===== config.mk =====
export PLATFORM = sky130hd
export DESIGN_NAME = ps2_host_tx
export DESIGN_NICKNAME = d
export VERILOG_FILES = /design/src/rtl/ps2_host_tx.sv
export SDC_FILE = /design/constraint.sdc
export NUM_CORES = 1
export LEC_CHECK = 0
export ABC_AREA = 1
export BUFFER_PORTS_ARGS = -buffer_cell sky130_fd_sc_hd__buf_2
export CAP_MARGIN = 25
export CORE_MARGIN = 2
export CORE_UTILIZATION = 52
export CTS_CLUSTER_DIAMETER = 100
export DETAILED_ROUTE_END_ITERATION = 12
export PLACE_DENSITY = 0.82
export SLEW_MARGIN = 20
export SYNTH_ARGS = -nofsm -noshare
export SYNTH_HDL_FRONTEND = slang
export SYNTH_SLANG_ARGS = --single-unit
export TNS_END_PERCENT = 20

===== constraint.sdc =====
create_clock -name clk -period 1.85 [get_ports clk]
set_input_delay 0.2775 -clock clk [delete_from_list [all_inputs] [get_ports clk]]
set_output_delay 0.2775 -clock clk [all_outputs]
set_load 0.03 [all_outputs]

===== src/rtl/ps2_host_tx.sv =====
// PS/2 host-to-device transmitter: inhibits the clock, issues a start bit, then shifts one
// odd-parity command byte out on device clock falls and reports ack, no-ack or timeout.
module ps2_host_tx #(
    parameter int CLK_KHZ    = 6500,
    parameter int INHIBIT_US = 120,
    parameter int TIMEOUT_MS = 15
) (
    input  logic       clk,
    input  logic       reset,
    input  logic       clkps2_in,
    input  logic       dataps2_in,
    output logic       clkps2_oe,
    output logic       dataps2_oe,
    input  logic [7:0] tx_data,
    input  logic       tx_start,
    output logic       busy,
    output logic       tx_done,
    output logic       tx_ack,
    output logic       tx_error
);

    localparam int          INH_CYC  = INHIBIT_US * CLK_KHZ / 1000;
    localparam int          TO_CYC   = TIMEOUT_MS * CLK_KHZ;
    localparam logic [19:0] INH_LAST = 20'(INH_CYC - 1);
    localparam logic [19:0] TO_LIM   = 20'(TO_CYC);
    localparam logic [19:0] SETUP_LAST = 20'd7;

    typedef enum logic [2:0] {
        S_IDLE, S_INHIBIT, S_START, S_SEND, S_ACK, S_WAIT_IDLE
    } state_t;

    logic       clk_s1_q, clk_s2_q, dat_s1_q, dat_s2_q;
    logic       clk_filt_q, fall_q;
    logic [1:0] flt_cnt_q;

    state_t      state_q;
    logic [19:0] cnt_q;
    logic [9:0]  shift_q;
    logic [3:0]  bit_cnt_q;
    logic        clk_oe_q, dat_oe_q, busy_q, done_q, ack_q, err_q;

    logic [19:0] cnt_inc_d;
    logic        timeout_d;
    logic        in_frame_d;
    logic        accept_d;

    // Synchronisers reset to the idle-high line level so release never looks like an edge.
    always_ff @(posedge clk or negedge reset) begin
        if (!reset) begin
            clk_s1_q   <= 1'b1;
            clk_s2_q   <= 1'b1;
            dat_s1_q   <= 1'b1;
            dat_s2_q   <= 1'b1;
            clk_filt_q <= 1'b1;
            flt_cnt_q  <= 2'd0;
            fall_q     <= 1'b0;
        end else begin
            clk_s1_q <= clkps2_in;
            clk_s2_q <= clk_s1_q;
            dat_s1_q <= dataps2_in;
            dat_s2_q <= dat_s1_q;
            fall_q   <= 1'b0;
            if (clk_s2_q == clk_filt_q) begin
                flt_cnt_q <= 2'd0;
            end else if (flt_cnt_q == 2'd3) begin
                clk_filt_q <= clk_s2_q;
                flt_cnt_q  <= 2'd0;
                fall_q     <= ~clk_s2_q;
            end else begin
                flt_cnt_q <= flt_cnt_q + 2'd1;
            end
        end
    end

    assign cnt_inc_d  = (cnt_q == 20'hFFFFF) ? cnt_q : cnt_q + 20'd1;
    assign timeout_d  = (cnt_q >= TO_LIM);
    assign in_frame_d = (state_q == S_SEND) || (state_q == S_ACK) || (state_q == S_WAIT_IDLE);
    // A request landing on the tx_done cycle belongs to the finished frame and is dropped.
    assign accept_d   = tx_start && !busy_q && !done_q;

    always_ff @(posedge clk or negedge reset) begin
        if (!reset) begin
            state_q   <= S_IDLE;
            cnt_q     <= 20'd0;
            shift_q   <= 10'd0;
            bit_cnt_q <= 4'd0;
            clk_oe_q  <= 1'b0;
            dat_oe_q  <= 1'b0;
            busy_q    <= 1'b0;
            done_q    <= 1'b0;
            ack_q     <= 1'b0;
            err_q     <= 1'b0;
        end else begin
            done_q <= 1'b0;
            if (in_frame_d && !fall_q && timeout_d) begin
                clk_oe_q <= 1'b0;
                dat_oe_q <= 1'b0;
                err_q    <= 1'b1;
                ack_q    <= 1'b0;
                done_q   <= 1'b1;
                busy_q   <= 1'b0;
                state_q  <= S_IDLE;
            end else begin
                case (state_q)
                    S_IDLE: begin
                        clk_oe_q <= 1'b0;
                        dat_oe_q <= 1'b0;
                        if (accept_d) begin
                            shift_q  <= {1'b1, ~^tx_data, tx_data};
                            busy_q   <= 1'b1;
                            err_q    <= 1'b0;
                            ack_q    <= 1'b0;
                            cnt_q    <= 20'd0;
                            clk_oe_q <= 1'b1;
                            state_q  <= S_INHIBIT;
                        end
                    end
                    S_INHIBIT: begin
                        if (cnt_q == INH_LAST) begin
                            dat_oe_q <= 1'b1;
                            cnt_q    <= 20'd0;
                            state_q  <= S_START;
                        end else begin
                            cnt_q <= cnt_inc_d;
                        end
                    end
                    S_START: begin
                        if (cnt_q == SETUP_LAST) begin
                            clk_oe_q  <= 1'b0;
                            cnt_q     <= 20'd0;
                            bit_cnt_q <= 4'd0;
                            state_q   <= S_SEND;
                        end else begin
                            cnt_q <= cnt_inc_d;
                        end
                    end
                    S_SEND: begin
                        if (fall_q) begin
                            dat_oe_q  <= ~shift_q[0];
                            shift_q   <= {1'b0, shift_q[9:1]};
                            bit_cnt_q <= bit_cnt_q + 4'd1;
                            cnt_q     <= 20'd0;
                            if (bit_cnt_q == 4'd9) begin
                                state_q <= S_ACK;
                            end
                        end else begin
                            cnt_q <= cnt_inc_d;
                        end
                    end
                    S_ACK: begin
                        if (fall_q) begin
                            ack_q   <= ~dat_s2_q;
                            cnt_q   <= 20'd0;
                            state_q <= S_WAIT_IDLE;
                        end else begin
                            cnt_q <= cnt_inc_d;
                        end
                    end
                    S_WAIT_IDLE: begin
                        if (clk_filt_q && dat_s2_q) begin
                            done_q  <= 1'b1;
                            busy_q  <= 1'b0;
                            state_q <= S_IDLE;
                        end else if (fall_q) begin
                            cnt_q <= 20'd0;
                        end else begin
                            cnt_q <= cnt_inc_d;
                        end
                    end
                    default: state_q <= S_IDLE;
                endcase
            end
        end
    end

    assign clkps2_oe  = clk_oe_q;
    assign dataps2_oe = dat_oe_q;
    assign busy       = busy_q;
    assign tx_done    = done_q;
    assign tx_ack     = ack_q;
    assign tx_error   = err_q;

endmodule

==> results of run 1 <==
==> path summary, 6_finish.rpt <==
check / endpoint / cells after the start / slack [ns]
setup / recovery: bit_cnt_q[3] / 9 / 0.1
hold / removal: clk_s1_q / 1 / 0.05
setup reg to reg: bit_cnt_q[3] / 9 / 0.1
hold reg to reg: clk_s2_q / 0 / 0.36
max in group asynchronous: dat_s1_q / 3 / 0.79
min in group asynchronous: cnt_q[7] / 2 / 0.45
==> where the power goes <==
group | switching, µW | internal (µW)
Combinational | 86.7 | 62.8
Clock | 404 | 408
Sequential | 20.8 | 1160
Total | 511 | 1630
==> Yosys cell counts (2+ instances only) <==
library cell,count,area (µm²)
dfrtp_1,46,1150
a31oi_1,9,56.3
a21oi_1,8,40.0
o21ai_0,12,60.1
inv_2,3,11.3
nand4_1,4,25.0
xor2_1,9,78.8
nand3_2,2,20.0
nor2_1,58,218
nor2_4,2,22.5
xnor2_1,10,87.6
ha_1,5,62.6
nand2_1,149,559
nand2_2,2,12.5
dfstp_2,5,131
inv_1,48,180
nand3_1,32,160
buf_2,6,30.0
nor3_1,4,20.0
clkbuf_1,2,7.51
==> routing by layer <==
metal	routed length (µm)	vias to the layer above	global-route usage, %
met4	80	0	7.29
met2	3320	59	37.3
met3	272	9	4.11
li1	-	1421	-
met1	3140	1286	29.9
met5	0	-	0
==> per-stage QoR <==
step                setup WS (ns)  cell area (µm²)
floorplan                   0.221             3070
global placement           0.0306             3310
detailed placement        -0.0256             3310
CTS                       -0.0116             3450
global route              -0.0356             3540
finish                     0.0953             3540
==> worst register-to-register path: cells and delay by family, from the launching register on <==
| kind | cells | cell delay, ns |
|---|---|---|
| flip-flops | 1 | 0.46 |
| buffers and inverters | 3 | 0.29 |
| AND/OR/NAND/NOR | 4 | 0.56 |
| AO/OA/AOI/OAI | 2 | 0.37 |
==> sequential cells by signal, indices dropped and copies added, names as in the netlist, 2 cells and up <==
| name | cells |
|---|---|
| flt_cnt_q | 2 |
| cnt_q | 20 |
| shift_q | 10 |
| state_q | 3 |
| bit_cnt_q | 4 |
==> layout make-up <==
type / instances / area (µm²) / area share (%)
multi-input cells: 320 / 1590 / 44.9
flip-flops and latches: 51 / 1290 / 36.4
inverters: 52 / 195 / 5.52
well taps: 72 / 90.1 / 2.55
repair buffers: 37 / 260 / 7.36
clock buffers: 5 / 68.8 / 1.95
clock inverters: 3 / 46.3 / 1.31
==> cells by family (layout without fill, tap and decap cells) <==
group           after synthesis  in the layout
simple gates                259            259
buf+inv                      62             97
flops                        51             51
compound gates               36             36
xor+xnor                     19             19
fa+ha+maj                     5              5
mux                           1              1
==> timing repair <==
action                                  CTS  global route
buffers inserted                          0             4
gates resized for setup                   1            19
hold buffers                              1             0
endpoints found under the setup margin    4            25
hold endpoints to repair                 16             0
pin swaps                                 0             1
==> results.toml, run 1 <==
[yosys]
synth-xor-area-share_pct = 5.42
synth_cell_types = 37
syn_inst = 433
synth_fa_ha_area_share_pct = 2.04
synth-edff-count = 0
ys.flop_type = "dfrtp_1"
synth.avg_cell_area_um2 = 7.10
yosysSeqAreaShare_pct = 41.7
synthSimpleGateAreaFrac_pct = 35.6
synth_mux_area_share_pct = 0.326
async_reset_ff_share_pct = 100
syn-cell-area_um2 = 3070
synth_compound_area_share_pct = 6.72
synth_nets = 451
yosys_warnings = 0
synth-seq-cells = 51
synth_top_family_by_area = "simple AND/OR/NAND/NOR gates"

[sta]
skew_ns = 0.0113
min_period_ns = 1.75
finalSetupViolations = 0
drv_slew = 0
tns_ns = 0
period_share_pct = 94.8
max_freq_mhz = 570
fin_hold_ws_ns = 0.0481
worst_pin_slew_ns = 0.491
slew_headroom_pct = 67.3
hold_viol = 0

[global_route]
grt_max_degree = 33
antenna_found_initial = 0
grt_pass1_wl_um = 11600
track_usage_pct = 22.5
gr-total-overflow = 0
grt_pass1_vias = 2611

[power]
power.density_nw_per_um2 = 605
ir_worst_vdd_uv = 503
p_leak_uw = 0.00184
total_power_uw = 2140

[worst_setup_path]
end_kind = "flop"
r2r-start = "state_q[2]"
slowest_stage = "dfrtp_2"
start_kind = "flop"
worstPathMaxFanout = 6
crit_top_cell = "inv_2"
arrival_ns = 1.99
crit_type = "flop to flop"
path_cells = "inv_2 -> nand2_2 -> nor2_4 -> inv_2 -> nor2_1 -> inv_1 -> o21ai_1 -> nand4_1 -> a21oi_1"
critical-path-top-delay-family = "simple AND/OR/NAND/NOR gates"
critPathRequiredTime_ns = 2.09
crit_buf_inv = 3
cp-startpoint = "state_q[2]"
slowest_delay_ns = 0.46

[clock_tree]
cts_tree = "built"
cts.sinks = 51
root_buffer = "clkbuf_8"
htreeDepth = 2
clk_path_buf_depth = 2
clkSlewWorstSetupHoldPaths_ns = 0.10
cts_buffers = 5
clkLatencyLatePin_ns = 0.31

[final_layout]
final_common_cell = "nand2_1"
nets = 485
drive_gt1_share_pct = 16.2
fin_cells = 540
fillCellCount = 494
fin_util_pct = 63.1
syn_to_final_growth_pct = 15.1
diodes = 0
layout.cells.most_common_list = "nand2_1 (148), nor2_1 (55), inv_1 (45)"

[floorplan]
ioPinCount = 19
row_count = 27
die_w_um = 80.9
start_util_pct = 54.8
core_um2 = 5610
die_h_um = 80.9
dieArea_um2 = 6540

[placement]
hpwl_um = 4900
gp_congestion = 0.893
port_buffers = 18
placed_cells = 527

[routing]
drt-initial-drc-count = 146
drc = 0
drtPass1Iterations = 5
wirelength_um = 6820
vias = 2775
final_antenna_net_count = 0
wl_per_cell_um = 12.6
viasPerCell = 5.14

[hold_path]
hold_path_class = "primary input to flop"
min-delay-start = "clkps2_in"

[job]
maxCapViolations = 0

[status]
status = "finished clean"
No activity file was read; power rests on OpenSTA's default activity.
==> inputs of run 2 (changes only) <==
ABC_CLOCK_PERIOD_IN_PS = 1850   (was unset)
CORE_UTILIZATION = 61   (was 52)
PLACE_DENSITY = 0.92   (was 0.82)
==> run 2 against run 1 <==
The flow now finishes with violations (setup timing); clock power is 1% higher; critical path depth is 4 higher; first-iteration DRC count is 76% higher; sequential power hardly changed; design area is 1.3% higher; sequential cell count stayed put; total power is 0.43% higher; critical path type unchanged; largest power group unchanged.
==> results.toml, run 2 (same netlist as run 1, synthesis figures left out) <==
[final_layout]
fin_area_um2 = 3580
top_register = "cnt_q"
multi_input_area_um2 = 1610
top_regs = "cnt_q x20, shift_q x10, bit_cnt_q x4"
regArea_um2 = 1290
largest_reg_flops = 20
layout.cells.most_common_list = "nand2_1 (148), nor2_1 (52), inv_1 (46)"
drive_gt1_share_pct = 17.6
diodes = 0
fin_util_pct = 74.9
fillCellCount = 335
syn_to_final_growth_pct = 16.7
nets = 488
final_common_cell = "nand2_1"

[sta]
finalSetupViolations = 1
skew_ns = 0.00909
rsz0062_at_grt = "true"
hold_viol = 0
worst_pin_slew_ns = 0.291
finalWorstSetupSlack_ns = -0.00333
slew_headroom_pct = 80.5
drv_slew = 0
min_period_ns = 1.85
period_share_pct = 100
max_freq_mhz = 540

[routing]
wl_per_cell_um = 13.2
wirelength_um = 7120
drtPass1Iterations = 5
vias = 2912
viasPerCell = 5.41
drc = 0
drt-initial-drc-count = 257
final_antenna_net_count = 0

[global_route]
grt_pass1_wl_um = 11700
busiest_layer = "met2"
grt.met3_usage_pct = 4.95
grt_max_degree = 52
track_usage_pct = 26.9
antenna_found_initial = 0
grt_pass1_vias = 2818
grt_use_met2_pct = 48.1
gr-total-overflow = 0
grt_use_met1_pct = 31.6

[worst_setup_path]
start_kind = "flop"
end_kind = "flop"
critical-path-top-delay-family = "simple AND/OR/NAND/NOR gates"
slowest_delay_ns = 0.41
crit_top_cell = "nand2_1"
critPathRequiredTime_ns = 2.05
slowest_stage = "dfrtp_1"
path_cells = "ha_4 -> nand2_1 -> inv_1 -> nand3_1 -> nor2_2 -> nand3_2 -> nand2_2 -> nand3_1 -> buf_4 -> nand2_1 -> nand2_1 -> nand2_1 -> inv_1"
crit_type = "flop to flop"
worstPathMaxFanout = 5
crit_buf_inv = 3
arrival_ns = 2.06

[floorplan]
core_um2 = 4790
die_w_um = 75.0
start_util_pct = 64.2
die_h_um = 75.0
row_count = 25
dieArea_um2 = 5620
ioPinCount = 19

[power]
power.density_nw_per_um2 = 600
p_leak_uw = 0.00187
total_power_uw = 2150
ir_worst_vdd_uv = 560

[job]
maxCapViolations = 0

[clock_tree]
htreeDepth = 2
cts.sinks = 51
cts_tree = "built"
clk_path_buf_depth = 2
clkSlewWorstSetupHoldPaths_ns = 0.09
cts_buffers = 5
root_buffer = "clkbuf_8"
clkLatencyLatePin_ns = 0.31

[placement]
port_buffers = 18
placed_cell_area_um2 = 3320
hpwl_um = 4790
place_ws_ns = -0.108
gp_congestion = 0.903

[hold_path]
hold_path_class = "primary input to flop"

[status]
status = "finished, violations left"
violations = "setup timing"
run 2: per-stage QoR:
step           cells  hold WS, ns  TNS (ns)
4_1_cts          532       0.0542         0
5_1_grt          538       0.0446    -0.810
2_1_floorplan    433      -0.0181         0
3_3_place_gp     523        0.288         0
3_5_place_dp     523        0.287    -0.286
6_report         538       0.0614  -0.00333
run 2: repair_timing:
item / 4_1_cts / 5_1_grt
setup endpoints to repair: 8 / 36
hold endpoints to repair: 46 / 0
setup buffers: 0 / 6
pin swaps: 0 / 3
hold buffers: 1 / 0
gates resized for setup: 4 / 19
gates cloned: 0 / 0
run 2: report_power, final:
| part | internal (µW) | switching (µW) |
|---|---|---|
| logic | 62.3 | 87.3 |
| registers | 1160 | 21.5 |
| clock network | 445 | 376 |
run 2: final timing paths:
check,from,end,slack [ns],cells after the start
worst max-delay path,cnt_q[0],cnt_q[0],-0.003,13
min in group asynchronous,reset,cnt_q[6],0.48,3
worst min register to register,clk_s1_q,clk_s2_q,0.36,0
worst max register to register,cnt_q[0],cnt_q[0],-0.003,13
max in group asynchronous,reset,clk_filt_q,1.07,3
worst min-delay path,clkps2_in,clk_s1_q,0.06,1
run 2: cell type report:
type                       count  area share (%)
timing repair buffer          40            7.99
inverter                      52            5.45
tap                           67            2.34
sequential                    51            35.9
multi-input combinational    320            45.0
clock buffer                   6            2.30
clock inverter                 2            1.08
run 2: layer usage:
layer	part of all wire [%]	vias to the layer above
li1	-	1426
met1	41	1374
met2	52	89
met3	4.0	23
met4	2.9	0
met5	0	-
